<file path="src/rtl/uart_rx_pkg.sv">
// uart_rx_pkg: constants and state codes shared by the UART receiver and transmitter.
//   DATA_BITS         - data bits per frame (sent LSB first)
//   PARITY_EVEN       - 1: parity bit is XOR of the data bits
//   BIT_CLKS_DEFAULT  - clk cycles per bit; short value for simulation builds
//   uart_state_e      - FSM state codes, also exported on the debug port
package uart_rx_pkg;

    localparam int unsigned DATA_BITS   = 8;
    localparam logic        PARITY_EVEN = 1'b1;

`ifdef RISCV_SIM_ONLY
    localparam int unsigned BIT_CLKS_DEFAULT = 10;
`else
    localparam int unsigned BIT_CLKS_DEFAULT = 5210;  // 9600 baud at 50 MHz
`endif

    typedef enum logic [2:0] {
        StIdle   = 3'd0,
        StStart  = 3'd1,
        StData   = 3'd2,
        StParity = 3'd3,
        StStop   = 3'd4
    } uart_state_e;

endpackage

</file>
<file path="src/rtl/uart_rx_bit_timer.sv">
// uart_rx_bit_timer: free-running bit-period counter, restarted by i_clr.
//   clk, n_rst - clock and asynchronous active-low reset
//   i_clr      - restart the count at 0 on the next edge
//   o_tick     - count is at the last cycle of a bit period
//   o_half     - count is at the last cycle of a half bit period
module uart_rx_bit_timer #(
    parameter int unsigned BIT_CLKS  = 10,
    parameter int unsigned HALF_CLKS = BIT_CLKS / 2
) (
    input  logic clk,
    input  logic n_rst,
    input  logic i_clr,
    output logic o_tick,
    output logic o_half
);

    localparam int unsigned CntW = (BIT_CLKS > 1) ? $clog2(BIT_CLKS) : 1;

    logic [CntW-1:0] r_cnt;

    always_ff @(posedge clk or negedge n_rst) begin
        if (!n_rst) begin
            r_cnt <= '0;
        end else if (i_clr || o_tick) begin
            r_cnt <= '0;
        end else begin
            r_cnt <= r_cnt + 1'b1;
        end
    end

    assign o_tick = (r_cnt == CntW'(BIT_CLKS - 1));
    assign o_half = (r_cnt == CntW'(HALF_CLKS - 1));

endmodule

</file>
<file path="src/rtl/uart_rx.sv">
// uart_rx: UART receiver for 11-bit frames (start, 8 data LSB first, even parity, stop).
//   clk, n_rst     - clock and asynchronous active-low reset
//   rx             - asynchronous serial input, idles high
//   clr_rx_flag    - clears rx_flag and overrun_error
//   rx_data        - last received byte
//   rx_valid       - one-cycle strobe on frame completion
//   rx_flag        - sticky byte-available flag
//   parity_error   - parity mismatch on the last frame
//   framing_error  - stop bit was 0 on the last frame
//   overrun_error  - sticky: frame completed while rx_flag was still set
//   rx_state       - current FSM state (debug)
import uart_rx_pkg::*;

module uart_rx #(
    parameter int unsigned BIT_CLKS  = BIT_CLKS_DEFAULT,
    parameter int unsigned HALF_CLKS = BIT_CLKS / 2
) (
    input  logic                 clk,
    input  logic                 n_rst,
    input  logic                 rx,
    input  logic                 clr_rx_flag,
    output logic [DATA_BITS-1:0] rx_data,
    output logic                 rx_valid,
    output logic                 rx_flag,
    output logic                 parity_error,
    output logic                 framing_error,
    output logic                 overrun_error,
    output logic [2:0]           rx_state
);

    localparam int unsigned BcntW = $clog2(DATA_BITS);

    logic                 r_sync1, r_rx_s, r_rx_s_d;
    uart_state_e          r_state, w_state_d;
    logic [DATA_BITS-1:0] r_shift, w_shift_d;
    logic [BcntW-1:0]     r_bcnt, w_bcnt_d;
    logic                 r_par, w_par_d;
    logic                 w_done;
    logic                 w_tick, w_half, w_tmr_clr;

    logic [DATA_BITS-1:0] r_data;
    logic                 r_valid, r_flag, r_perr, r_ferr, r_ovr;

    // Timer restarts on every state change so each state measures from its own entry.
    assign w_tmr_clr = (w_state_d != r_state);

    uart_rx_bit_timer #(
        .BIT_CLKS  (BIT_CLKS),
        .HALF_CLKS (HALF_CLKS)
    ) u_bit_timer (
        .clk    (clk),
        .n_rst  (n_rst),
        .i_clr  (w_tmr_clr),
        .o_tick (w_tick),
        .o_half (w_half)
    );

    always_comb begin
        w_state_d = r_state;
        w_shift_d = r_shift;
        w_bcnt_d  = r_bcnt;
        w_par_d   = r_par;
        w_done    = 1'b0;
        case (r_state)
            StIdle: begin
                // Falling edge only; a line stuck low never starts a frame.
                if (r_rx_s_d && !r_rx_s) w_state_d = StStart;
            end
            StStart: begin
                if (w_half) w_state_d = r_rx_s ? StIdle : StData;
            end
            StData: begin
                if (w_tick) begin
                    w_shift_d = {r_rx_s, r_shift[DATA_BITS-1:1]};
                    if (r_bcnt == BcntW'(DATA_BITS - 1)) begin
                        w_bcnt_d  = '0;
                        w_state_d = StParity;
                    end else begin
                        w_bcnt_d = r_bcnt + 1'b1;
                    end
                end
            end
            StParity: begin
                if (w_tick) begin
                    w_par_d   = r_rx_s;
                    w_state_d = StStop;
                end
            end
            StStop: begin
                if (w_tick) begin
                    w_done    = 1'b1;
                    w_state_d = StIdle;
                end
            end
            default: w_state_d = StIdle;
        endcase
    end

    always_ff @(posedge clk or negedge n_rst) begin
        if (!n_rst) begin
            r_sync1  <= 1'b1;
            r_rx_s   <= 1'b1;
            r_rx_s_d <= 1'b1;
            r_state  <= StIdle;
            r_shift  <= '0;
            r_bcnt   <= '0;
            r_par    <= 1'b0;
            r_data   <= '0;
            r_valid  <= 1'b0;
            r_flag   <= 1'b0;
            r_perr   <= 1'b0;
            r_ferr   <= 1'b0;
            r_ovr    <= 1'b0;
        end else begin
            r_sync1  <= rx;
            r_rx_s   <= r_sync1;
            r_rx_s_d <= r_rx_s;
            r_state  <= w_state_d;
            r_shift  <= w_shift_d;
            r_bcnt   <= w_bcnt_d;
            r_par    <= w_par_d;
            r_valid  <= w_done;
            if (w_done) begin
                r_data <= r_shift;
                r_perr <= r_par ^ (^r_shift) ^ ~PARITY_EVEN;
                r_ferr <= ~r_rx_s;
            end
            // Completion wins over a simultaneous clear.
            if (w_done)           r_flag <= 1'b1;
            else if (clr_rx_flag) r_flag <= 1'b0;
            if (w_done && r_flag) r_ovr <= 1'b1;
            else if (clr_rx_flag) r_ovr <= 1'b0;
        end
    end

    assign rx_data       = r_data;
    assign rx_valid      = r_valid;
    assign rx_flag       = r_flag;
    assign parity_error  = r_perr;
    assign framing_error = r_ferr;
    assign overrun_error = r_ovr;
    assign rx_state      = r_state;

endmodule

</file>
<file path="config.mk">
export PLATFORM = sky130hd
export DESIGN_NAME = uart_rx
export DESIGN_NICKNAME = d
export VERILOG_FILES = /design/src/rtl/uart_rx_pkg.sv /design/src/rtl/uart_rx_bit_timer.sv /design/src/rtl/uart_rx.sv
export SDC_FILE = /design/constraint.sdc
export NUM_CORES = 1
export LEC_CHECK = 0
export ABC_AREA = 1
export CORE_AREA = 2 2 66 68
export DETAILED_ROUTE_END_ITERATION = 12
export DIE_AREA = 0 0 68 70
export GPL_TIMING_DRIVEN = 0
export PLACE_DENSITY = 0.77
export SYNTH_ARGS = -nofsm -noshare
export SYNTH_HDL_FRONTEND = slang
export SYNTH_HIERARCHICAL = 1
export SYNTH_SLANG_ARGS = --single-unit
</file>
<file path="constraint.sdc">
create_clock -name clk -period 2.1 [get_ports clk]
set_input_delay 0.63 -clock clk [delete_from_list [all_inputs] [get_ports clk]]
set_output_delay 0.63 -clock clk [all_outputs]
set_load 0.1 [all_outputs]
</file>
==> summary.md <==
| Metric | Value |
|---|---|
| Die footprint | 4760 sq um |
| RePlAce Congestion | a little under 0.9 |
| Post-Synth XOR/XNOR Area | between 3 and 4% |
| Final Non-Filler Cells | 350 |
| Register Area | approximately 1100 sq um |
| Buffers and inverters on the worst path | 1 |
| Dpl ws | -0.108 ns |
| Distinct cells, synth | 26 |
| Clk pin slew, worst setup/hold paths | approximately 0.090 ns |
| Sequential share of the synthesized area | between 40% and 50% |
| Die Span Y | 70 um |
| Seq cells post-synth | 44 |
| PwrDens | between 600 and 700 nW/um^2 |
| Final #Nets | slightly above 300 |
| Leak | ~1.2 nW |
| Achievable Freq | between 400 and 500 MHz |
| Syn Area/Cell | 8.34 sq um |
| Top routing layer used | met4 |
| First-pass iteration count of the detailed router | 4 |
| Fin. Hold Viols | 0 |
| Total power | 1.78 mW |
| Initial Utilization | 53.5% |
| Vias in the first global route | around 1.7k |
| Crit end category | output pin |
| Post-synthesis mux area share | 0% |
| Final slew viol count | 0 |
| Slowest stage delay, CP | between 0.8 and 0.9 ns |
| Vias/cell | ~5 |
| CP required | 1.47 ns |
| WL met2 | about 2000 um |
| CTS tree | yes |
| Inserted Clock Buffers | 5 |
| Worst slew margin | around 37% |
| Slowest-stage cell, CP | clkdlybuf4s15_1 |
| CTS sink count | between 40 and 50 |
| CTS Buffer Depth | 2 |
| Skew final | between 0.01 and 0.015 ns |
| Main combinational cell family by area after synthesis | simple AND/OR/NAND/NOR gates |
| Synth area leaders | dfrtp_1, nand2_1, inv_1 |
| CP Max Fanout | 1 |
| Wire length on met1 | 1800 um |
| Commonest non-fill, non-tap cell in the layout | nand2_1 |
| Post-Route WL | approximately 4000 um |
| Area Growth Syn to Fin | 17.9% |
| Crit share post-route | 98.3% |
| Share of layout cells above drive strength 1 | 22.8% |
| Met3 WL | about 220 um |
| First-pass GRT wire length | between 7000 and 8000 um |
| Synth Area in Adders | between 2 and 3% |
| Hpwl dp | between 2000 and 3000 um |
| Wire length per cell | between 10 and 15 um |
| Most frequent cells in the layout | nand2_1, dfrtp_1, nor2_1 |
| Max cap viols | 0 |
| Worst VDD drop | approximately 460 uV |
| Core ar. | 4140 sq um |
| Synth Instances | around 270 |
| Leading area contributor after synthesis | dfrtp_1 |
| DRC Markers | 0 |
| Clk Tree Root Cell | clkbuf_8 |
| Gr ovfl total | 0 |
| GRT Util Overall | 19.8% |
| Synth Area in Compound Gates | just under 8% |
| Synthesized area | about 2200 sq um |
| Status | finished clean |
| Final setup fails | 0 |
| Port bufs | 19 |
| Setup slack after layout | approximately 0.035 ns |
| Clk Latency, worst-skew pair | about 0.3 ns |
| Antenna Nets Post-Route | 0 |
| # IOs | 20 |
| Vias | between 1.5k and 2k |
| Num rows | 24 |
| Post-Place Cells | between 300 and 400 |
| Synth Area in Simple Gates | roughly 28% |
| CTS Hold Bufs | 0 |
| Slew @ Worst Pin | roughly 0.94 ns |
| Worst Setup Start Kind | register |
| Maximum number of pins on one net before global-route repair | 33 |
| Starting DRT DRC Count | roughly 140 |
| Mapped Nets | between 200 and 300 |
| ANT cells | 0 |
| Die X | 68 um |
| Initial antenna violation count | 0 |
| Final Critical Period | just over 2 ns |
| Worst Path Class, Setup | reg -> out |
| Top cell type's share of synthesized area | a little under half |
| Yosys warns | 6 |
| Worst path cell trace | clkdlybuf4s15_1 |
| Min-Delay Path Class | in -> async |
| Critical path's top delay family | buffers and inverters |
| # fillers | between 300 and 400 |
| Htree depth | 2 |
| Worst EP arrival | roughly 1.4 ns |
| Multi-input combinational cell area | 927 sq um |
cells in the mapped netlist, drive strengths merged:
cell,number
nand3,15
nand2,79
a31oi,1
dfstp,3
ha,5
a21oi,1
o21a,1
nand4,6
nor2,39
xor2,7
dfrtp,41
o22ai,1
buf,5
xnor2,1
inv,38
nand3b,1
o21ai,22
routing by layer:
metal	GRT usage, %	up-vias
li1	-	887
met5	0	-
met4	8.22	0
met1	24.8	808
met2	32.7	44
met3	4.19	5
repair_timing:
item,in CTS,in global routing
gates resized for setup,46,9
buffers inserted,0,3
pin swaps,0,3
gates cloned,0,1
endpoints found under the setup margin,26,15
registers in the layout, summed over array words and instances (netlist names), 3 cells and up:
| name | count |
|---|---|
| r_bcnt | 3 |
| rx_state | 3 |
| r_shift | 8 |
| rx_data | 8 |
| u_bit_timer/r_cnt | 13 |
path summary, 6_finish.rpt:
| path | start | endpoint | slack [ns] | cells past startpoint |
|---|---|---|---|---|
| worst min register to register | r_sync1$_DFF_PN1_ | r_rx_s$_DFF_PN1_ | 0.36 | 0 |
| worst min-delay path | n_rst | rx_data[1]$_DFFE_PN0P_ | 0.21 | 1 |
| max in group asynchronous | n_rst | r_rx_s$_DFF_PN1_ | 1.35 | 2 |
| min in group clk | r_sync1$_DFF_PN1_ | r_rx_s$_DFF_PN1_ | 0.36 | 0 |
| worst max register to register | u_bit_timer/r_cnt[1]$_DFF_PN0_ | u_bit_timer/r_cnt[7]$_DFF_PN0_ | 0.18 | 16 |
| worst max-delay path | rx_valid$_DFF_PN0_ | rx_valid | 0.04 | 1 |
per-stage QoR:
step	hold WS (ns)	TNS, ns	util [%]	area [sq um]
after floorplan	0.334	0	-	2220
after global placement	0.346	-33.06	59.7	2470
after detailed placement	0.349	-0.285	60.1	2490
after CTS	0.219	0	62.5	2590
after global routing	0.220	-0.0344	63.1	2620
final	0.206	0	63.1	2620
cells by family (layout without fill, tap and decap cells):
kind of cell	count (synthesis)	after routing
AND/OR/NAND/NOR	140	140
flip-flops	44	44
buffers and inverters	43	75
AO/OA/AOI/OAI	26	26
XOR/XNOR	8	8
adder cells (fa/ha/maj)	5	5
final cells by class:
cell class | instances | share of cell area (%)
buffer | 5 | 1.77
clock buffer | 6 | 2.77
clock inverter | 2 | 0.478
inverter | 38 | 5.45
multi-input combinational | 179 | 35.4
sequential | 44 | 42.2
tap | 52 | 2.49
timing repair buffer | 24 | 9.37
power breakdown:
part / internal (mW) / switching, mW / total, mW
clock network: 0.232 / 0.285 / 0.518
logic: 0.115 / 0.185 / 0.300
registers: 0.901 / 0.0629 / 0.964
total: 1.25 / 0.534 / 1.78
Power figures use the tool's default switching activity.
